<file path="src/rtl/leg_solver.sv">
// Computes floor(sqrt(r^2 - x^2)) for unsigned operands. It squares the inputs with
// shift-and-add, then runs a restoring square root.
module leg_solver #(
    parameter int W = 8
) (
    input  logic         clk,
    input  logic         rst_n,
    input  logic         ena,
    input  logic         start,
    input  logic [W-1:0] r_in,
    input  logic [W-1:0] x_in,
    output logic [W-1:0] y_out,
    output logic         valid,
    output logic         busy,
    output logic         err
);
    localparam int CW = $clog2(W) + 1;
    localparam logic [2*W-1:0] ZERO2 = {(2*W){1'b0}};
    localparam logic [2*W-1:0] BIT_INIT = {{(2*W-1){1'b0}}, 1'b1} << (2*W-2);

    typedef enum logic [2:0] {
        IDLE = 3'd0,
        SQR  = 3'd1,
        SUB  = 3'd2,
        ROOT = 3'd3,
        DONE = 3'd4
    } state_t;

    state_t          state_r, state_s;
    logic [W-1:0]    r_r, x_r;
    logic [2*W-1:0]  acc_r_r, acc_x_r;
    logic [2*W-1:0]  rem_r, res_r, bit_r;
    logic [CW-1:0]   cnt_r;
    logic [W-1:0]    y_r;
    logic            err_r;

    logic [2*W-1:0]  add_r_s, add_x_s;
    logic            lt_s;
    logic [2*W-1:0]  trial_s, rem_s, res_s;
    logic [CW-2:0]   idx_s;

    // Next-state decode; the counter gives SQR one trailing cycle so latency is fixed.
    always_comb begin
        state_s = state_r;
        case (state_r)
            IDLE: begin
                if (start) state_s = SQR;
                else       state_s = IDLE;
            end
            SQR: begin
                if (cnt_r == CW'(W)) state_s = SUB;
                else                 state_s = SQR;
            end
            SUB: begin
                if (lt_s) state_s = DONE;
                else      state_s = ROOT;
            end
            ROOT: begin
                if (cnt_r == CW'(W-1)) state_s = DONE;
                else                   state_s = ROOT;
            end
            DONE:    state_s = IDLE;
            default: state_s = IDLE;
        endcase
    end

    // Shift-and-add partial products and one restoring-root digit step.
    always_comb begin
        idx_s   = cnt_r[CW-2:0];
        add_r_s = ZERO2;
        add_x_s = ZERO2;
        if ((cnt_r < CW'(W)) && r_r[idx_s]) add_r_s = {{W{1'b0}}, r_r} << cnt_r;
        else                                add_r_s = ZERO2;
        if ((cnt_r < CW'(W)) && x_r[idx_s]) add_x_s = {{W{1'b0}}, x_r} << cnt_r;
        else                                add_x_s = ZERO2;
        lt_s    = (acc_r_r < acc_x_r);
        trial_s = res_r | bit_r;
        if (rem_r >= trial_s) begin
            rem_s = rem_r - trial_s;
            res_s = (res_r >> 1) | bit_r;
        end else begin
            rem_s = rem_r;
            res_s = res_r >> 1;
        end
    end

    // State register.
    always_ff @(posedge clk or negedge rst_n) begin
        if (!rst_n)   state_r <= IDLE;
        else if (ena) state_r <= state_s;
    end

    // Datapath registers; everything holds while ena is low.
    always_ff @(posedge clk or negedge rst_n) begin
        if (!rst_n) begin
            r_r     <= {W{1'b0}};
            x_r     <= {W{1'b0}};
            acc_r_r <= ZERO2;
            acc_x_r <= ZERO2;
            rem_r   <= ZERO2;
            res_r   <= ZERO2;
            bit_r   <= ZERO2;
            cnt_r   <= {CW{1'b0}};
            y_r     <= {W{1'b0}};
            err_r   <= 1'b0;
        end else if (ena) begin
            case (state_r)
                IDLE: begin
                    if (start) begin
                        r_r     <= r_in;
                        x_r     <= x_in;
                        acc_r_r <= ZERO2;
                        acc_x_r <= ZERO2;
                        cnt_r   <= {CW{1'b0}};
                    end
                end
                SQR: begin
                    if (cnt_r < CW'(W)) begin
                        acc_r_r <= acc_r_r + add_r_s;
                        acc_x_r <= acc_x_r + add_x_s;
                        cnt_r   <= cnt_r + {{(CW-1){1'b0}}, 1'b1};
                    end
                end
                SUB: begin
                    if (lt_s) begin
                        y_r   <= {W{1'b0}};
                        err_r <= 1'b1;
                    end else begin
                        rem_r <= acc_r_r - acc_x_r;
                        res_r <= ZERO2;
                        bit_r <= BIT_INIT;
                        cnt_r <= {CW{1'b0}};
                    end
                end
                ROOT: begin
                    rem_r <= rem_s;
                    res_r <= res_s;
                    bit_r <= bit_r >> 2;
                    cnt_r <= cnt_r + {{(CW-1){1'b0}}, 1'b1};
                    if (cnt_r == CW'(W-1)) begin
                        y_r   <= res_s[W-1:0];
                        err_r <= 1'b0;
                    end
                end
                default: ;
            endcase
        end
    end

    assign y_out = y_r;
    assign err   = err_r;
    assign valid = (state_r == DONE);
    assign busy  = (state_r != IDLE);

endmodule

</file>
<file path="config.mk">
export PLATFORM = sky130hd
export DESIGN_NAME = leg_solver
export DESIGN_NICKNAME = d
export VERILOG_FILES = /design/src/rtl/leg_solver.sv
export SDC_FILE = /design/constraint.sdc
export NUM_CORES = 1
export LEC_CHECK = 0
export ABC_AREA = 1
export BUFFER_PORTS_ARGS = -buffer_cell sky130_fd_sc_hd__buf_2
export CORE_MARGIN = 5
export CORE_UTILIZATION = 23
export CTS_CLUSTER_SIZE = 30
export DETAILED_ROUTE_END_ITERATION = 10
export SLEW_MARGIN = 20
export SYNTH_ARGS = -nofsm -noshare
export SYNTH_HDL_FRONTEND = slang
export SYNTH_SLANG_ARGS = --single-unit
</file>
<file path="constraint.sdc">
create_clock -name clk -period 5.2 [get_ports clk]
set_clock_uncertainty 0.05 [all_clocks]
set_input_delay 0.78 -clock clk [delete_from_list [all_inputs] [get_ports clk]]
set_output_delay 0.78 -clock clk [all_outputs]
set_load 0.01 [all_outputs]
</file>
==> summary.md <==
| Metric | Value |
|---|---|
| Vias per cell | 4.438 |
| Ys Warns | 0 |
| All-Layer GR Usage | 11.09% |
| Critical-path top delay cell | dfrtp_1 |
| Critical Path Fanout Max | 30 |
| Post-CTS Setup Bufs | 0 |
| Die outline width | 204.1 um |
| Clock sink count | 103 |
| Placer's final routability congestion estimate | 0.9307 |
| Worst-Margin Slew | 934.7 ps |
| Pin count of the biggest net entering global routing | 72 |
| Syn Inst Count | 1,350 |
| Die Area | 41,640 um2 |
| DRC viols | 0 |
| GR Overflow Total | 0 |
| Post-CTS Resized | 0 |
| Longest Clk Path Bufs | 2 |
| Power Dens Cells | 596.5 nW/um2 |
| Seq cells post-synth | 103 |
| Worst-Skew Late Latency | 370 ps |
| Max IR drop VDD | 0.0001939 V |
| Vias in the first global route | 7,634 |
| Fmax | 267.4 MHz |
| Initial Util | 23.16% |
| Std-Cell Rows | 71 |
| Synth top area share | 29.76% |
| Total length of routed wires | 23.17 mm |
| Layout cell share with drive strength beyond 1 | 6.876% |
| Syn Area/Cell | 6.416 um2 |
| DP HPWL | 18.11 mm |
| CTS tree | built |
| Worst Path Required | 5390 ps |
| Leakage | 0.005187 uW |
| Max-Cap Viols | 0 |
| Root buf cell | clkbuf_16 |
| Dominant cell type by area after synthesis | dfrtp_1 |
| Startpoint Class | flip-flop |
| Layout area overhead | 10.62% |
| Setup Crit Path Kind | reg -> reg |
| Cts hold-fix bufs | 0 |
| Hold Fails Final Rpt | 0 |
| Die height | 204.1 um |
| Tot Pwr | 5715 uW |
| CORE AREA | 37,400 um2 |
| Period minus WS final | 3739 ps |
| Vias | 8,334 |
| Status | finished clean |
| Antenna violations before repair | 0 |
| Final setup violation count | 0 |
| Post-synth net total | 1,436 |
| Critical Path Most Common Cell | nand2_1 |
| ANT cells | 0 |
| Clk pin slew, worst setup/hold paths | 80 ps |
| Crit path largest cell delay | 760 ps |
| CP arrival | 3930 ps |
| DRT iter0 DRCs | 556 |
| Crit-path cells | inv_1 -> nand2_1 -> o21ai_0 -> o21ai_0 -> nand2_1 -> nand2_1 -> inv_1 -> ha_1 -> a21oi_1 -> o21a_1 -> nand2_1 -> or2_2 -> nand3_1 -> o21ai_0 |
| RSZ-0062 raised after global routing | no |
| Antenna viol nets, final | 0 |
| Worst Hold Class | reg -> reg |
| Area contributors post-synth | dfrtp_1 (30%), nand2_1 (23%), ha_1 (9.0%) |
| I/O pin cnt | 31 |
| Fin crit share | 71.90% |
| Normalized max-slew margin | 37.68% |
| Inserted Clock Buffers | 9 |
| Port Buffers | 30 |
| Pre-antenna DRT Iters | 7 |
| Sequential-to-total area share from yosys stat | 29.76% |
| Delay-heaviest family, CP | simple AND/OR/NAND/NOR gates |
| H-tree depth | 3 |
| NumNets Final | 1,449 |
| Global-route wire length before repair | 37.82 mm |
| Crit end category | flip-flop |
| Mapped cell area | 8662 um2 |
| Detail-routed net length per standard cell | 12.34 um |
| Setup TNS | 0 ps |
| CP bufs+invs | 2 |
| Synth cell types | 51 |
| Fin. max-slew vios | 0 |
| FILL cells | 4,213 |
==> state kept, by name, summed over array words and instances, names as in the netlist <==
signal / count
y_out: 8
r_r: 8
bit_r: 8
cnt_r: 4
state_r: 3
acc_x_r: 16
rem_r: 16
res_r: 15
err: 1
x_r: 8
acc_r_r: 16
==> worst register-to-register path, stage by stage, from the launching register on <==
cell,delay [ps]
dfrtp_1,760
inv_1,550
nand2_1,180
o21ai_0,100
o21ai_0,330
nand2_1,230
nand2_1,120
inv_1,40
ha_1,320
a21oi_1,250
o21a_1,160
nand2_1,100
or2_2,290
nand3_1,70
o21ai_0,80
==> logic make-up after synthesis <==
family,after synthesis,share of synthesized area (%)
AO/OA/AOI/OAI,205,13.07
AND/OR/NAND/NOR,750,36.01
XOR/XNOR,10,1.011
flip-flops,103,29.76
multiplexers,2,0.2311
buffers and inverters,214,10.04
adder cells (fa/ha/maj),66,9.880
==> metrics by stage <==
step	util, %	worst slack [ps]	instances	area (um2)	hold WS (ps)
finish	25.62	1461	1878	9582	425.1
global route	25.62	1053	1878	9582	439.1
CTS	25.61	1508	1878	9577	428.2
global placement	24.86	1562	1863	9296	408.0
floorplan	-	2593	1350	8662	390.9
detailed placement	24.86	1506	1863	9296	413.0
==> path summary, 6_finish.rpt <==
check | from | to | slack [ps] | cells after the start
min reg2reg | res_r[0] | res_r[0] | 430 | 2
min | res_r[0] | res_r[0] | 430 | 2
min in group asynchronous | rst_n | rem_r[11] | 470 | 1
max reg2reg | cnt_r[1] | acc_x_r[8] | 1460 | 14
max | cnt_r[1] | acc_x_r[8] | 1460 | 14
max in group asynchronous | rst_n | acc_x_r[2] | 3550 | 2
==> layout make-up <==
class	instances	area [um2]	share of cell area (%)
Sequential cell	103	2577	26.90
Clock inverter	4	47.55	0.4962
Clock buffer	11	232.7	2.429
Inverter	183	689.4	7.195
Multi-Input combinational cell	1033	5220	54.48
Timing Repair Buffer	33	175.2	1.828
Tap cell	511	639.4	6.673
==> synthesized netlist by cell type, drive strengths merged <==
cell type / n
xor2: 3
a22o: 1
nand3: 92
o311ai: 1
a31oi: 1
nor3: 19
xnor2: 7
buf: 20
and2: 1
mux2i: 2
o21ai: 99
fa: 4
a21oi: 80
nand4: 4
a211oi: 1
dfrtp: 103
ha: 62
o22ai: 7
or2: 9
o211ai: 2
a21o: 3
nand3b: 7
inv: 183
o21bai: 6
clkbuf: 11
o21a: 3
nor2: 90
nor4: 1
nand2: 527
a21boi: 1
==> placed cells by master (no fill, tap or decap), types with 3 or more instances in the layout <==
| cell | count |
|---|---|
| nand3_1 | 88 |
| fa_1 | 4 |
| buf_2 | 29 |
| nand3b_1 | 7 |
| xnor2_1 | 7 |
| ha_1 | 62 |
| or2_2 | 7 |
| nand2_2 | 5 |
| o21bai_1 | 6 |
| o22ai_1 | 7 |
| nand4_1 | 3 |
| clkbuf_16 | 9 |
| inv_1 | 172 |
| o21ai_2 | 6 |
| nand2_1 | 520 |
| dfrtp_1 | 103 |
| xor2_1 | 3 |
| nor3_1 | 17 |
| a21o_1 | 3 |
| inv_2 | 10 |
| nor2_4 | 4 |
| o21ai_0 | 91 |
| nor2_1 | 85 |
| o21a_1 | 3 |
| nand3_2 | 3 |
| buf_4 | 4 |
| a21oi_1 | 77 |
==> power by group <==
part           leakage, uW  switching, uW  internal, uW
logic              0.00369           2460          1300
clock network     0.000135            311           370
registers          0.00137            233          1040
total              0.00519           3000          2710
==> per-layer routing <==
metal  vias up  global-route usage [%]  part of all wire, %
met4         0                   3.996                  2.9
met3        38                   1.825                  3.7
met5         -                       0                    0
met2       159                   17.66                   45
met1      3816                   15.22                   49
li1       4321                       -                    -
Note: power is estimated with default switching activity, not from simulation.
